`src/rtl/uart_cmd_decoder.sv`:
```
`default_nettype none
// ============================================================================
// Module  : uart_cmd_decoder
// Brief   : ASCII command stream -> 34-bit {sub, data} words for the WB master.
// Rev     : 1.0  initial release
// ============================================================================
module uart_cmd_decoder #(
  parameter int MAX_DIGITS = 8
) (
  input  logic        i_clk,
  input  logic        i_reset,
  input  logic        i_rx_stb,
  input  logic [7:0]  i_rx_data,
  output logic        o_cmd_stb,
  output logic [33:0] o_cmd_word,
  input  logic        i_cmd_busy,
  output logic        o_err,
  output logic        o_overflow
);

  typedef enum logic [1:0] {
    S_IDLE   = 2'd0,
    S_DIGITS = 2'd1,
    S_EMIT   = 2'd2
  } state_t;

  localparam logic [3:0] C_MAX_CNT = 4'(MAX_DIGITS);

  state_t      state_q, state_d;
  logic [1:0]  sub_q, sub_d;
  logic [31:0] acc_q, acc_d;
  logic [3:0]  cnt_q, cnt_d;
  logic        stb_q, stb_d;
  logic [33:0] word_q, word_d;
  logic        err_q, err_d;
  logic        ovf_q, ovf_d;

  logic [7:0]  w_upper;
  logic        w_is_letter, w_is_hex, w_is_term, w_is_space;
  logic [1:0]  w_letter_sub;
  logic [3:0]  w_nibble;

  // Fold a-z onto A-Z so letters and hex digits decode case-insensitively.
  always_comb begin
    w_upper = i_rx_data;
    if (i_rx_data >= 8'h61 && i_rx_data <= 8'h7A) begin
      w_upper = i_rx_data & 8'hDF;
    end
  end

  always_comb begin
    w_is_letter  = 1'b1;
    w_letter_sub = 2'b00;
    case (w_upper)
      8'h52:   w_letter_sub = 2'b00;
      8'h57:   w_letter_sub = 2'b01;
      8'h50:   w_letter_sub = 2'b10;
      8'h53:   w_letter_sub = 2'b11;
      default: w_is_letter  = 1'b0;
    endcase
  end

  assign w_is_hex   = (w_upper >= 8'h30 && w_upper <= 8'h39) ||
                      (w_upper >= 8'h41 && w_upper <= 8'h46);
  assign w_nibble   = (w_upper <= 8'h39) ? w_upper[3:0] : (w_upper[3:0] + 4'd9);
  assign w_is_term  = (i_rx_data == 8'h0A) || (i_rx_data == 8'h0D);
  assign w_is_space = (i_rx_data == 8'h20);

  always_comb begin
    state_d = state_q;
    sub_d   = sub_q;
    acc_d   = acc_q;
    cnt_d   = cnt_q;
    stb_d   = stb_q;
    word_d  = word_q;
    err_d   = 1'b0;
    ovf_d   = 1'b0;
    case (state_q)
      S_IDLE: begin
        if (i_rx_stb) begin
          if (w_is_letter) begin
            sub_d   = w_letter_sub;
            acc_d   = 32'd0;
            cnt_d   = 4'd0;
            state_d = S_DIGITS;
          end else if (!w_is_term && !w_is_space) begin
            err_d = 1'b1;
          end
        end
      end
      S_DIGITS: begin
        if (i_rx_stb && !w_is_space) begin
          if (w_is_hex) begin
            // Read carries no operand, so any digit after R is a syntax error.
            if (sub_q == 2'b00 || cnt_q == C_MAX_CNT) begin
              err_d   = 1'b1;
              state_d = S_IDLE;
            end else begin
              acc_d = {acc_q[27:0], w_nibble};
              cnt_d = cnt_q + 4'd1;
            end
          end else if (w_is_term) begin
            word_d  = {sub_q, acc_q};
            stb_d   = 1'b1;
            state_d = S_EMIT;
          end else begin
            err_d   = 1'b1;
            state_d = S_IDLE;
          end
        end
      end
      S_EMIT: begin
        ovf_d = i_rx_stb;
        if (!i_cmd_busy) begin
          stb_d   = 1'b0;
          state_d = S_IDLE;
        end
      end
      default: state_d = S_IDLE;
    endcase
  end

  always_ff @(posedge i_clk or posedge i_reset) begin
    if (i_reset) begin
      state_q <= S_IDLE;
      sub_q   <= 2'b00;
      acc_q   <= 32'd0;
      cnt_q   <= 4'd0;
      stb_q   <= 1'b0;
      word_q  <= 34'd0;
      err_q   <= 1'b0;
      ovf_q   <= 1'b0;
    end else begin
      state_q <= state_d;
      sub_q   <= sub_d;
      acc_q   <= acc_d;
      cnt_q   <= cnt_d;
      stb_q   <= stb_d;
      word_q  <= word_d;
      err_q   <= err_d;
      ovf_q   <= ovf_d;
    end
  end

  assign o_cmd_stb  = stb_q;
  assign o_cmd_word = word_q;
  assign o_err      = err_q;
  assign o_overflow = ovf_q;

endmodule
`default_nettype wire

```
`config.mk`:
```
export PLATFORM = sky130hd
export DESIGN_NAME = uart_cmd_decoder
export DESIGN_NICKNAME = d
export VERILOG_FILES = /design/src/rtl/uart_cmd_decoder.sv
export SDC_FILE = /design/constraint.sdc
export NUM_CORES = 1
export LEC_CHECK = 0
export ABC_AREA = 1
export ABC_CLOCK_PERIOD_IN_PS = 2720
export CAP_MARGIN = 20
export CORE_UTILIZATION = 55
export CTS_BUF_LIST = sky130_fd_sc_hd__clkbuf_8 sky130_fd_sc_hd__clkbuf_16
export DETAILED_ROUTE_END_ITERATION = 16
export GPL_ROUTABILITY_DRIVEN = 0
export PLACE_DENSITY = 0.79
export SLEW_MARGIN = 0
export SYNTH_ARGS = -nofsm -noshare
export SYNTH_HDL_FRONTEND = slang
export SYNTH_SLANG_ARGS = --single-unit
```
`constraint.sdc`:
```
create_clock -name i_clk -period 2.72 [get_ports i_clk]
set_input_delay 0.544 -clock i_clk [delete_from_list [all_inputs] [get_ports i_clk]]
set_output_delay 0.544 -clock i_clk [all_outputs]
set_load 0.02 [all_outputs]
```
==> results of run 1 <==
[final cells by class]
cell class	instances	area (µm²)
well taps	77	96.3
flip-flops and latches	77	1930
fillers	529	1970
multi-input cells	311	1530
clock buffers	9	124
clock inverters	5	103
repair buffers	52	561
inverters	57	214
[metrics by stage]
stage | power, µW | hold WS (ns) | utilization | area (µm²)
final | 2310 | 0.471 | 0.698 | 4560
after global routing | 2390 | 0.493 | 0.698 | 4560
after CTS | 2330 | 0.477 | 0.698 | 4560
after detailed placement | 1340 | 0.458 | 0.663 | 4330
after global placement | 1340 | 0.454 | 0.663 | 4330
after floorplan | 1290 | 0.442 | - | 3810
[placed cells by master, fill, tap and decap left out, types with 7 or more instances in the layout]
master           synthesis  layout
dfrtp_1                 77      77
ha_1                     7       7
inv_2                    7       8
o21ai_1                 36      36
nand3_1                 47      47
nor2_1                  48      48
nand2_2                 18      18
inv_1                   50      50
nand2_1                120     120
clkbuf_8                 0       9
o21ai_0                  9       9
clkdlybuf4s50_1          0      48
[sequential cells by signal, summed over array words and instances (netlist names)]
name,flops
cnt_q,4
o_cmd_word,34
acc_q,32
sub_q,2
o_cmd_stb,1
o_err,1
o_overflow,1
state_q,2
[power groups by stage]
| stage | clock network (µW) | registers, µW | logic (µW) |
|---|---|---|---|
| 2_1_floorplan | 0 | 1190 | 100 |
| 3_3_place_gp | 0 | 1190 | 150 |
| 3_5_place_dp | 0 | 1190 | 152 |
| 4_1_cts | 1010 | 1170 | 154 |
| 5_1_grt | 1050 | 1170 | 171 |
| 6_report | 987 | 1170 | 153 |
[cells by family (layout without fill, tap and decap cells)]
group | after synthesis | count (layout)
compound gates | 51 | 51
xor+xnor | 4 | 4
fa+ha+maj | 7 | 7
buf+inv | 76 | 123
flops | 77 | 77
simple gates | 249 | 249
[how the worst max path moves through the flow]
stage,startpoint,end,depth (start not counted)
after floorplan,i_reset,acc_q[0]$_DFFE_PP0P_,1
after global placement,i_rx_data[1],acc_q[5]$_DFFE_PP0P_,12
after CTS,i_rx_data[0],acc_q[0]$_DFFE_PP0P_,14
after global routing,i_rx_data[0],acc_q[25]$_DFFE_PP0P_,14
after detailed placement,i_rx_data[0],acc_q[4]$_DFFE_PP0P_,14
final,i_rx_data[0],acc_q[5]$_DFFE_PP0P_,14
[critical path, cell delays in order]
cell	delay, ns
clkdlybuf4s50_1	0.48
inv_1	0.20
ha_1	0.23
inv_1	0.04
o21ai_0	0.13
nand2_1	0.10
nand2_2	0.07
nand2_2	0.05
nand3_2	0.06
nand2_2	0.08
nor2_8	0.18
buf_12	0.21
nand3_1	0.13
nand2_1	0.09
[metal layers]
| layer | track usage | share of wire |
|---|---|---|
| met2 | 0.383 | 0.48 |
| met3 | 0.0438 | 0.036 |
| met4 | 0.0863 | 0.019 |
| met5 | 0 | 0 |
| met1 | 0.291 | 0.47 |
==> flow_summary.yaml, run 1 <==
power:
  combPwrFrac: 0.066
  switching_share: 0.217
  seqPwrFrac: 0.506
  intPower_uw: 1810
  switchingPower_uw: 500
  peakVddDrop_mv: 0.280
  clkPwrFrac: 0.428
  power.density_mw_per_mm2: 506
  leakage_uw: 0.00214
sta:
  period_needed_ns: 2.33
  setup_viol: 0
  hold_violations: 0
  worst-slew-pin-transition_ns: 0.643
  timing.final.ws_setup_ns: 0.392
  slew_headroom: 0.571
  slew_viol_final: 0
  finClkSkew_ns: 0.00799
  setup_tns_ns: 0
  rsz0062_at_grt: "no"
  fmax_mhz: 429
  min_period_over_period: 0.856
clock_tree:
  cts_buffers: 9
  hold_buffers: 0
  clock_latency_ns: 0.34
  cts_max_path_buffers: 2
  post_cts_resized: 0
  post-cts-setup-buffers: 0
  cts_max_level: 3
  cts_root_buf: "clkbuf_8"
  clock-sinks: 77
  cts.clk_slew.worst_paths_ns: 0.07
  cts_tree: "done"
yosys:
  synth_commonest_cells: "nand2_1, dfrtp_1, inv_1"
  synth.most_common_cell: "nand2_1"
  synth-compound-area-share: 0.0703
  synth_ff_type: "dfrtp_1"
  async_flop_share: 1.00
  seq_area_frac_synth: 0.506
  avgSynthCellArea_um2: 8.21
  synth_fa_ha_area_frac: 0.0230
  synthSimpleGateAreaFrac: 0.300
  synth_cell_type_count: 29
  ys_seq_elements: 77
  synth_top_area_frac: 0.506
  synth_top_cell_by_area: "dfrtp_1"
  syn_area_mm2: 0.00381
  synth_area_leaders: "dfrtp_1, nand2_1, nand3_1, inv_1, o21ai_1"
  syn_nets: 483
  synth_mux_area_frac: 0
  synth_edf_count: 0
  synth_xor_xnor_area_share: 0.00919
  synth_top_family_by_area: "simple AND/OR/NAND/NOR gates"
  synthCells: 464
  ys_warn_count: 0
global_routing:
  grt_pass1_wl_um: 13000
  grt_use_total: 0.227
  grt_pass1_vias: 2941
  grt_overflow_total: 0
  grt_max_degree: 78
  antenna_found_initial: 0
placed_design:
  dp_cells: 574
  portBuffers: 48
  pre_cts_slack_ns: 0.0690
  place_hpwl_um: 4850
die:
  die_area_mm2: 0.00727
  die_h_um: 85.2
  coreArea_mm2: 0.00653
  rows: 29
  initial_core_util: 0.584
  fp.dieW_um: 85.2
  io_pins: 49
routing:
  route.detailed.wl_per_inst_um: 12.7
  drt_iter0_drc: 227
  first_pass_iters: 5
  drc: 0
  vias_per_cell: 5.19
  drt-total-wl_um: 7450
  ant_nets: 0
  dr_total_vias: 3053
finish:
  antennaDiodeCount: 0
  finalNonFillerCells: 588
  area_delta_synth_final_pct: 19.6
  drive_above_1_share: 0.108
  final_nets: 527
worst_setup_path:
  reg2reg_slack_ns: 0.70
  crit_path_end_kind: "register"
  critPathKind: "primary input to register"
  required_ns: 3.00
  r2r_start: "state_q[1]$_DFFE_PP0P_"
  rr_worst_depth: 8
  start_kind: "primary input"
  critPathMaxFanout: 31
  reg2reg_to: "acc_q[5]$_DFFE_PP0P_"
  arrival_ns: 2.61
min_path:
  holdPathStages: 2
  holdCritPathClass: "register to register"
  min_to: "acc_q[16]$_DFFE_PP0P_"
  hp-start: "acc_q[16]$_DFFE_PP0P_"
job:
  max_cap_violations: 0
outcome:
  status: "completed"
Power figures use the tool's default switching activity.
==> inputs of run 2 (changes only) <==
Settings changed: CTS_CLUSTER_SIZE set to 14.
==> results of run 2 <==
The final DEF is identical to that of run 1; final timing and power are the same.
